### src/rtl/pipe_ctrl_pkg.sv
// Shared types and defaults for the pipeline stall/flush sequencer.
package pipe_ctrl_pkg;

    // Default widths for the register address and the stall counter.
    localparam int unsigned REG_ADDR_W_DEF = 5;
    localparam int unsigned CNT_W_DEF      = 16;

    // Instruction word loaded into IF/ID on a flush (sll $0,$0,0).
    localparam logic [31:0] NOP_INSTR = 32'h0000_0000;

    // Sequencer states: normal flow, waiting on memory, one-cycle line write.
    typedef enum logic [1:0] {
        StRun      = 2'd0,
        StMissReq  = 2'd1,
        StMissFill = 2'd2
    } ctrl_state_e;

endpackage

### src/rtl/pipeline_ctrl_hazard_detect.sv
// Load-use hazard compare: a load in EX writes a register read by the instruction in ID.
module hazard_detect #(
    parameter int unsigned REG_ADDR_W = 5
) (
    input  logic                  id_ex_memread,
    input  logic [REG_ADDR_W-1:0] id_ex_rt,
    input  logic [REG_ADDR_W-1:0] if_id_rs,
    input  logic [REG_ADDR_W-1:0] if_id_rt,
    output logic                  load_use
);

    // Register 0 is hardwired, so a load targeting it never creates a dependency.
    always_comb begin
        load_use = id_ex_memread && (id_ex_rt != '0) &&
                   ((id_ex_rt == if_id_rs) || (id_ex_rt == if_id_rt));
    end

endmodule

### src/rtl/pipeline_ctrl.sv
// Central stall/flush sequencer: hazard priority decode, cache refill FSM, stall counter.
module pipeline_ctrl
    import pipe_ctrl_pkg::*;
#(
    parameter int unsigned REG_ADDR_W = REG_ADDR_W_DEF,
    parameter int unsigned CNT_W      = CNT_W_DEF
) (
    input  logic                  clk_i,
    input  logic                  rst_i,
    input  logic                  dcache_miss_i,
    input  logic                  id_ex_memread_i,
    input  logic [REG_ADDR_W-1:0] id_ex_rt_i,
    input  logic [REG_ADDR_W-1:0] if_id_rs_i,
    input  logic [REG_ADDR_W-1:0] if_id_rt_i,
    input  logic                  branch_taken_i,
    input  logic                  mem_ack_i,
    output logic                  pc_en_o,
    output logic                  if_id_en_o,
    output logic                  if_id_flush_o,
    output logic                  id_ex_flush_o,
    output logic                  ex_mem_en_o,
    output logic                  mem_wb_bubble_o,
    output logic                  mem_req_o,
    output logic                  cache_fill_o,
    output logic [CNT_W-1:0]      stall_cnt_o
);

    ctrl_state_e      state_q, state_d;
    logic [CNT_W-1:0] stall_cnt_q;
    logic             load_use;
    logic             freeze;

    hazard_detect #(
        .REG_ADDR_W (REG_ADDR_W)
    ) u_hazard_detect (
        .id_ex_memread (id_ex_memread_i),
        .id_ex_rt      (id_ex_rt_i),
        .if_id_rs      (if_id_rs_i),
        .if_id_rt      (if_id_rt_i),
        .load_use      (load_use)
    );

    // State register; reset wins over a coincident mem_ack_i.
    always_ff @(posedge clk_i) begin
        if (rst_i) begin
            state_q <= StRun;
        end else begin
            state_q <= state_d;
        end
    end

    // Refill sequencing; acks outside StMissReq fall through the default hold.
    always_comb begin
        state_d = state_q;
        unique case (state_q)
            StRun:      if (dcache_miss_i) state_d = StMissReq;
            StMissReq:  if (mem_ack_i)     state_d = StMissFill;
            StMissFill: state_d = StRun;
            default:    state_d = StRun;
        endcase
    end

    // Pipeline controls: miss freezes everything, else load-use bubbles, else branch flushes.
    always_comb begin
        pc_en_o         = 1'b1;
        if_id_en_o      = 1'b1;
        if_id_flush_o   = 1'b0;
        id_ex_flush_o   = 1'b0;
        ex_mem_en_o     = 1'b1;
        mem_wb_bubble_o = 1'b0;
        freeze          = (state_q != StRun) || dcache_miss_i;
        if (freeze) begin
            // ID/EX holds (no flush) so the frozen instruction survives the refill.
            pc_en_o         = 1'b0;
            if_id_en_o      = 1'b0;
            ex_mem_en_o     = 1'b0;
            mem_wb_bubble_o = 1'b1;
        end else if (load_use) begin
            // Branch flush is suppressed; the branch re-resolves once the bubble passes.
            pc_en_o       = 1'b0;
            if_id_en_o    = 1'b0;
            id_ex_flush_o = 1'b1;
        end else if (branch_taken_i) begin
            if_id_flush_o = 1'b1;
        end
    end

    // Memory handshake outputs depend on the state register only.
    always_comb begin
        mem_req_o    = (state_q == StMissReq);
        cache_fill_o = (state_q == StMissFill);
    end

    // Saturating count of cycles with the PC held.
    always_ff @(posedge clk_i) begin
        if (rst_i) begin
            stall_cnt_q <= '0;
        end else if (!pc_en_o && (stall_cnt_q != {CNT_W{1'b1}})) begin
            stall_cnt_q <= stall_cnt_q + 1'b1;
        end
    end

    assign stall_cnt_o = stall_cnt_q;

endmodule

### config.mk
export PLATFORM = sky130hd
export DESIGN_NAME = pipeline_ctrl
export DESIGN_NICKNAME = d
export VERILOG_FILES = /design/src/rtl/pipe_ctrl_pkg.sv /design/src/rtl/pipeline_ctrl_hazard_detect.sv /design/src/rtl/pipeline_ctrl.sv
export SDC_FILE = /design/constraint.sdc
export NUM_CORES = 1
export LEC_CHECK = 0
export CAP_MARGIN = 20
export CORE_MARGIN = 2
export CORE_UTILIZATION = 33
export DETAILED_ROUTE_END_ITERATION = 7
export PLACE_DENSITY = 0.64
export SYNTH_ARGS = -nofsm -noshare
export SYNTH_HDL_FRONTEND = slang
export SYNTH_SLANG_ARGS = --single-unit
### constraint.sdc
create_clock -name clk_i -period 1.8 [get_ports clk_i]
set_input_delay 0.27 -clock clk_i [delete_from_list [all_inputs] [get_ports clk_i]]
set_output_delay 0.27 -clock clk_i [all_outputs]
set_load 0.03 [all_outputs]
=== Word-level counts from Yosys, hierarchy flattened ===
Index checks and enable logic that the tools add are counted.

* Register bits after elaboration: 18
* Input port bits: 21
* Word-level logic and storage cells: 32

* Add/sub/neg operators: 1
* Eq/ne operators: 7
* Muxes and demuxes: 12
* Reductions and logical operators: 10

{| class="wikitable"
|+ Operators by type and width
! kind !! count
|-
| 16-bit by 1-bit adder with 16-bit output, second input constant || 1
|-
| 16-bit inequality test, second input constant || 1
|-
| 5-bit equality test || 2
|-
| 1-bit two-way mux || 9
|-
| 5-bit nonzero test || 1
|-
| 2-bit two-way mux || 2
|-
| 2-bit inequality test, second input constant || 2
|-
| 2-bit case mux with 2 select lines || 1
|-
| 1-bit logical AND || 3
|-
| 2-bit by 1-bit equality test with 1-bit output, second input constant || 1
|-
| 2-bit equality test, second input constant || 1
|-
| 2-bit zero test || 1
|-
| 1-bit logical OR || 2
|-
| 2-bit AND reduction || 1
|-
| 2-bit nonzero test || 1
|-
| 1-bit zero test || 1
|}

=== Depth between registers and ports, before layout ===
* Depth after elaboration: 7
* Depth in mapped cells: 9

=== Hierarchy ===
From an unflattened synthesis, not the netlist that was laid out.

* Cells, all modules: 130
* Area, all modules: 1078.5 um^2

{| class="wikitable"
|+ Modules (own cells, without submodules)
! module !! times used !! cells an instance !! area an instance (um^2) !! seq. area each (um^2)
|-
| pipeline_ctrl || 1 || 113 || 953.4 || 360.3
|-
| hazard_detect || 1 || 17 || 125.1 || 0.0
|}

=== Least setup slack after synthesis ===
OpenSTA, ideal clock, no wires.

* Kind: register -> output
* Start point: register state_q[1]
* End point: output port if_id_flush_o
* Data arrival time: 1.932 ns
* Data required time: 1.530 ns
* Path slack: -0.402 ns
* Cell stages (with the launch flop): 6
* Buffers on the path: 0
* Cells stage by stage: dfxtp_1 or3_1 inv_1 o21ai_0 inv_1 and2_1

* Word-level cells in the longest chain between the ends: 3

{| class="wikitable"
|+ Ends and longest elaborated chain
! what !! RTL line !! RTL
|-
| from (decl) || pipeline_ctrl.sv:28 || <nowiki>ctrl_state_e state_q, state_d;</nowiki>
|-
| from (signal assigned) || pipeline_ctrl.sv:46 || <nowiki>state_q <= StRun;</nowiki>
|-
| from (signal assigned) || pipeline_ctrl.sv:48 || <nowiki>state_q <= state_d;</nowiki>
|-
| 2-bit nonzero test || pipeline_ctrl.sv:71 || <nowiki>freeze = (state_q != StRun) || dcache_miss_i;</nowiki>
|-
| 1-bit logical OR || pipeline_ctrl.sv:71 ||
|-
| 1-bit two-way mux || pipeline_ctrl.sv:72 || <nowiki>if (freeze) begin</nowiki>
|-
| to (decl) || pipeline_ctrl.sv:19 || <nowiki>output logic if_id_flush_o,</nowiki>
|}

Every way passes these cells.

=== Worst setup path after layout ===
* Start point: input port id_ex_memread_i
* End point: register stall_cnt_q[14], in the netlist stall_cnt_o[14]

* Word-level cells in the longest chain between the ends: 6

{| class="wikitable"
|+ Ends and longest elaborated chain
! what !! RTL line !! RTL
|-
| from (decl) || pipeline_ctrl.sv:11 || <nowiki>input logic id_ex_memread_i,</nowiki>
|-
| 1-bit logical AND (2 in series) || pipeline_ctrl_hazard_detect.sv:14 || <nowiki>load_use = id_ex_memread && (id_ex_rt != '0) &&</nowiki>
|-
| 1-bit two-way mux || pipeline_ctrl.sv:78 || <nowiki>end else if (load_use) begin</nowiki>
|-
| 1-bit two-way mux || pipeline_ctrl.sv:72 ||
|-
| 1-bit zero test || pipeline_ctrl.sv:98 || <nowiki>end else if (!pc_en_o && (stall_cnt_q != {CNT_W{1'b1}})) begin</nowiki>
|-
| 1-bit logical AND || pipeline_ctrl.sv:98 ||
|-
| to (signal assigned) || pipeline_ctrl.sv:99 || <nowiki>stall_cnt_q <= stall_cnt_q + 1'b1;</nowiki>
|-
| to (decl) || pipeline_ctrl.sv:29 || <nowiki>logic [CNT_W-1:0] stall_cnt_q;</nowiki>
|}

Every way passes these cells.
A chain may end at the register's enable or synchronous reset.

==> run_results.csv <==
group,metric,value,unit
status,status,"finished clean",
floorplanning,die_area,3800,µm²
power,pwr_density_cell,512,nW/µm²
global_route,grt_pass1_vias,1245,
placement,numPortBuffers,44,
routing,vias,1216,
worst_hold_path,hold_end,"state_q[0]$_SDFFE_PP0P_",
power,swShare,0.319,
logic_synthesis,synth-seq-cells,18,
logic_synthesis,syn_area_per_cell,8.57,µm²
global_route,grt_pass1_wl,5460,µm
logic_synthesis,ys_warn_count,0,
logic_synthesis,synthMuxAreaShare,0.00912,
clock_tree,cts.path.max_buffers,2,
sta,fin_crit_sh,0.976,
logic_synthesis,synth_cell_types,37,
routing,dr_wl_met3,134,µm
routing,wl_met2,1840,µm
sta,setup_viol,0,
routing,highest_layer,"met4",
power,p_int,0.650,mW
global_route,antenna_found_initial,0,
power,p_comb_frac,0.342,
power,seqPwrFrac,0.440,
floorplanning,initial_utilization,0.354,
clock_tree,cts.clk_slew.worst_paths,0.11,ns
finish,fin_nets,222,
clock_tree,cts.sinks,18,
placement,dpl_worst_slack,-0.495,ns
flow_run,max-cap-violations,0,
power,p_sw,0.304,mW
setup_path,path_cells,"clkdlybuf4s50_1 -> o21ai_4 -> buf_4 -> nor2_4 -> a21oi_2 -> buf_12 -> or4_1 -> a21oi_2",
routing,ant_nets,0,
setup_path,reg2regPathDepth,7,
setup_path,path_max_fanout,20,
global_route,grt_max_degree,21,
finish,area_growth_syn_to_layout,69.7,%
logic_synthesis,yosysSeqAreaShare,0.328,
finish,drive_gt1_frac,0.460,
power,irDropWorstVdd,0.308,mV
logic_synthesis,synth_nets,150,
logic_synthesis,yosys.area_share.adder,0.0114,
routing,first_pass_iters,4,
sta,tightest_slew,0.374,ns
setup_path,required,2.05,ns
setup_path,crit_path_frequent_cell,"a21oi_2",
sta,clock_skew,0.0183,ns
routing,wl_per_cell,14.3,µm
setup_path,r2r-start,"stall_cnt_o[7]$_SDFFE_PP0P_",
sta,fmax,569,MHz
sta,fin_tns_setup,0,ns
power,cellLeakagePower,0.725,nW
floorplanning,io-pin-count,45,
placement,hpwl,2400,µm
power,p_clk_frac,0.218,
clock_tree,holdBufCountCts,0,
placement,gp_congestion,0.780,
routing,drtIter0Drc,75,
setup_path,crit_path_top_delay_cell,"clkdlybuf4s50_1",
logic_synthesis,synthSimpleGateAreaFrac,0.291,
worst_hold_path,hp-start,"dcache_miss_i",
finish,antenna_cells,0,
setup_path,critical-path-max-stage-delay,0.51,ns
sta,rsz0062_at_grt,"true",
routing,wl,3460,µm
setup_path,worstSetupPathType,"primary input to flop",
clock_tree,cts_buffers,3,
clock_tree,cts_tree,"yes",
floorplanning,die_w,61.7,µm
sta,relSlewSlack,0.749,
worst_hold_path,hold_depth,3,
routing,routed_via_density,5.02,
sta,hold_viol,0,
sta,fin_ws,0.0435,ns
setup_path,crit_path_start_kind,"primary input",
floorplanning,core-area,3100,µm²
placement,dp_cells,229,
clock_tree,clk-insertion-delay-late,0.31,ns
floorplanning,fp-row-count,20,
finish,final_cells,242,
setup_path,cp_data_arrival_time,2.01,ns
logic_synthesis,synth_top_family_by_area,"simple AND/OR/NAND/NOR gates",
logic_synthesis,synth_compound_area_frac,0.204,
clock_tree,cts_max_level,1,
logic_synthesis,syn_area,1100,µm²
routing,wl_met1,1410,µm
setup_path,rrSetupSlack,0.06,ns
clock_tree,ctsRootBufferMaster,"clkbuf_4",
routing,post-route-drc-count,0,
worst_hold_path,min_path_type,"primary input to flop",
setup_path,regToRegEndpoint,"stall_cnt_o[8]$_SDFFE_PP0P_",
global_route,track_usage,0.195,
logic_synthesis,synthXorXnorAreaFrac,0.0958,
floorplanning,die_y,61.7,µm
global_route,gr-total-overflow,0,
setup_path,endpoint_kind,"flop",
finish,nFillCells,313,
logic_synthesis,syn_inst,128,
sta,post-route-min-period,1.76,ns
sta,maxSlewViolCount,0,
-- layout make-up --
cell class              instances  area [µm²]  area share
clock buffers                   3        22.5      0.0121
inverters                       4        17.5     0.00941
multi-input cells             100         761       0.409
flip-flops and latches         18         387       0.208
well taps                      44        55.1      0.0296
repair buffers                 73         619       0.333
-- worst max-delay path: cells and delay by family --
| kind | cells | cell delay (ns) |
|---|---|---|
| buffers and inverters | 3 | 0.81 |
| AOI/OAI and AO/OA | 3 | 0.31 |
| and+or+nand+nor | 2 | 0.62 |
-- logic make-up after synthesis --
| logic type | Yosys count |
|---|---|
| and+or+nand+nor | 54 |
| AOI/OAI and AO/OA | 32 |
| DFF | 18 |
| xor gates and xnor gates | 12 |
| buffers and inverters | 10 |
| muxes | 1 |
| adders and majority gates | 1 |
-- cells in the mapped netlist, drive strengths merged --
cell     n  area (µm²)
a21o     2        15.0
a21oi   14        92.6
a31oi    1        6.26
and2     1        6.26
and3     3        18.8
buf      4        43.8
clkbuf   2        7.51
dfxtp   18         360
ha       1        12.5
inv      4        15.0
mux2i    1        10.0
nand2    7        26.3
nand3   10        50.1
nand4    3        18.8
nor2     6        25.0
nor2b    2        12.5
nor3     5        30.0
nor3b    2        20.0
nor4     1        12.5
o21ai    8        51.3
o22a     1        8.76
o22ai    1        12.5
o31ai    5        37.5
or3      8        50.1
or4      6        48.8
xnor2   11        96.3
xor2     1        8.76
-- power by group through the flow --
stage / logic (mW) / registers (mW) / clock network, mW
3_5_place_dp: 0.288 / 0.429 / 0
4_1_cts: 0.301 / 0.420 / 0.215
6_report: 0.327 / 0.419 / 0.208
3_3_place_gp: 0.282 / 0.428 / 0
5_1_grt: 0.349 / 0.422 / 0.234
2_1_floorplan: 0.138 / 0.448 / 0
-- repair_timing --
item | CTS | global route
setup buffers | 6 | 4
endpoints found under the setup margin | 22 | 21
pin swaps | 17 | 24
gates cloned | 0 | 0
gates resized for setup | 37 | 39
-- flip-flops by register name, indices dropped and copies added, names as in the netlist --
register / flops
stall_cnt_o: 16
state_q: 2
-- how the worst max path moves through the flow --
stage                                    to  slack [ns]  cells after the start                         from
2_1_floorplan                 if_id_flush_o       0.002                      5      state_q[1]$_SDFFE_PP0P_
3_3_place_gp                  if_id_flush_o       -0.42                      8                id_ex_rt_i[0]
3_5_place_dp   stall_cnt_o[14]$_SDFFE_PP0P_       -0.49                      8                id_ex_rt_i[0]
4_1_cts        stall_cnt_o[14]$_SDFFE_PP0P_       0.001                      8  stall_cnt_o[0]$_SDFFE_PP0P_
5_1_grt        stall_cnt_o[12]$_SDFFE_PP0P_       -0.06                      6  stall_cnt_o[7]$_SDFFE_PP0P_
6_report       stall_cnt_o[14]$_SDFFE_PP0P_        0.04                      8              id_ex_memread_i
-- per-stage QoR --
stage | cell area (µm²) | total power, mW | utilization | hold WS, ns
2_1_floorplan | 1120 | 0.586 | - | 0.412
3_3_place_gp | 1710 | 0.710 | 0.550 | 0.471
3_5_place_dp | 1710 | 0.717 | 0.550 | 0.485
4_1_cts | 1770 | 0.936 | 0.570 | 0.453
5_1_grt | 1860 | 1.01 | 0.600 | 0.335
6_report | 1860 | 0.954 | 0.600 | 0.328
-- layout by cell type (no fill, tap or decap), types with 2 or more instances in the layout --
cell / netlist / final
nand3_1: 10 / 8
and3_1: 3 / 3
nand3_2: 0 / 2
or3_4: 0 / 2
xnor2_1: 11 / 9
or4_1: 5 / 5
nand2_1: 7 / 7
clkdlybuf4s15_1: 0 / 4
nor2b_1: 2 / 2
a21oi_2: 6 / 6
dfxtp_2: 0 / 12
buf_6: 1 / 4
nand4_1: 3 / 3
clkdlybuf4s50_1: 0 / 19
clkbuf_2: 0 / 8
nor3_2: 1 / 2
inv_1: 4 / 2
dlymetal6s2s_1: 0 / 2
buf_2: 1 / 3
or3_1: 8 / 6
nor2_1: 5 / 4
o21ai_1: 5 / 5
dfxtp_1: 18 / 3
o31ai_1: 5 / 5
clkbuf_4: 0 / 3
dlygate4sd2_1: 0 / 3
dfxtp_4: 0 / 3
a21oi_1: 8 / 8
xnor2_2: 0 / 2
buf_4: 1 / 29
nor3_1: 4 / 3
-- metal layers --
layer,vias up,global-route usage
met1,565,0.234
met4,0,0.0729
met2,35,0.340
li1,607,-
met3,9,0.0399
met5,-,0
(Power assumes the default switching activity.)
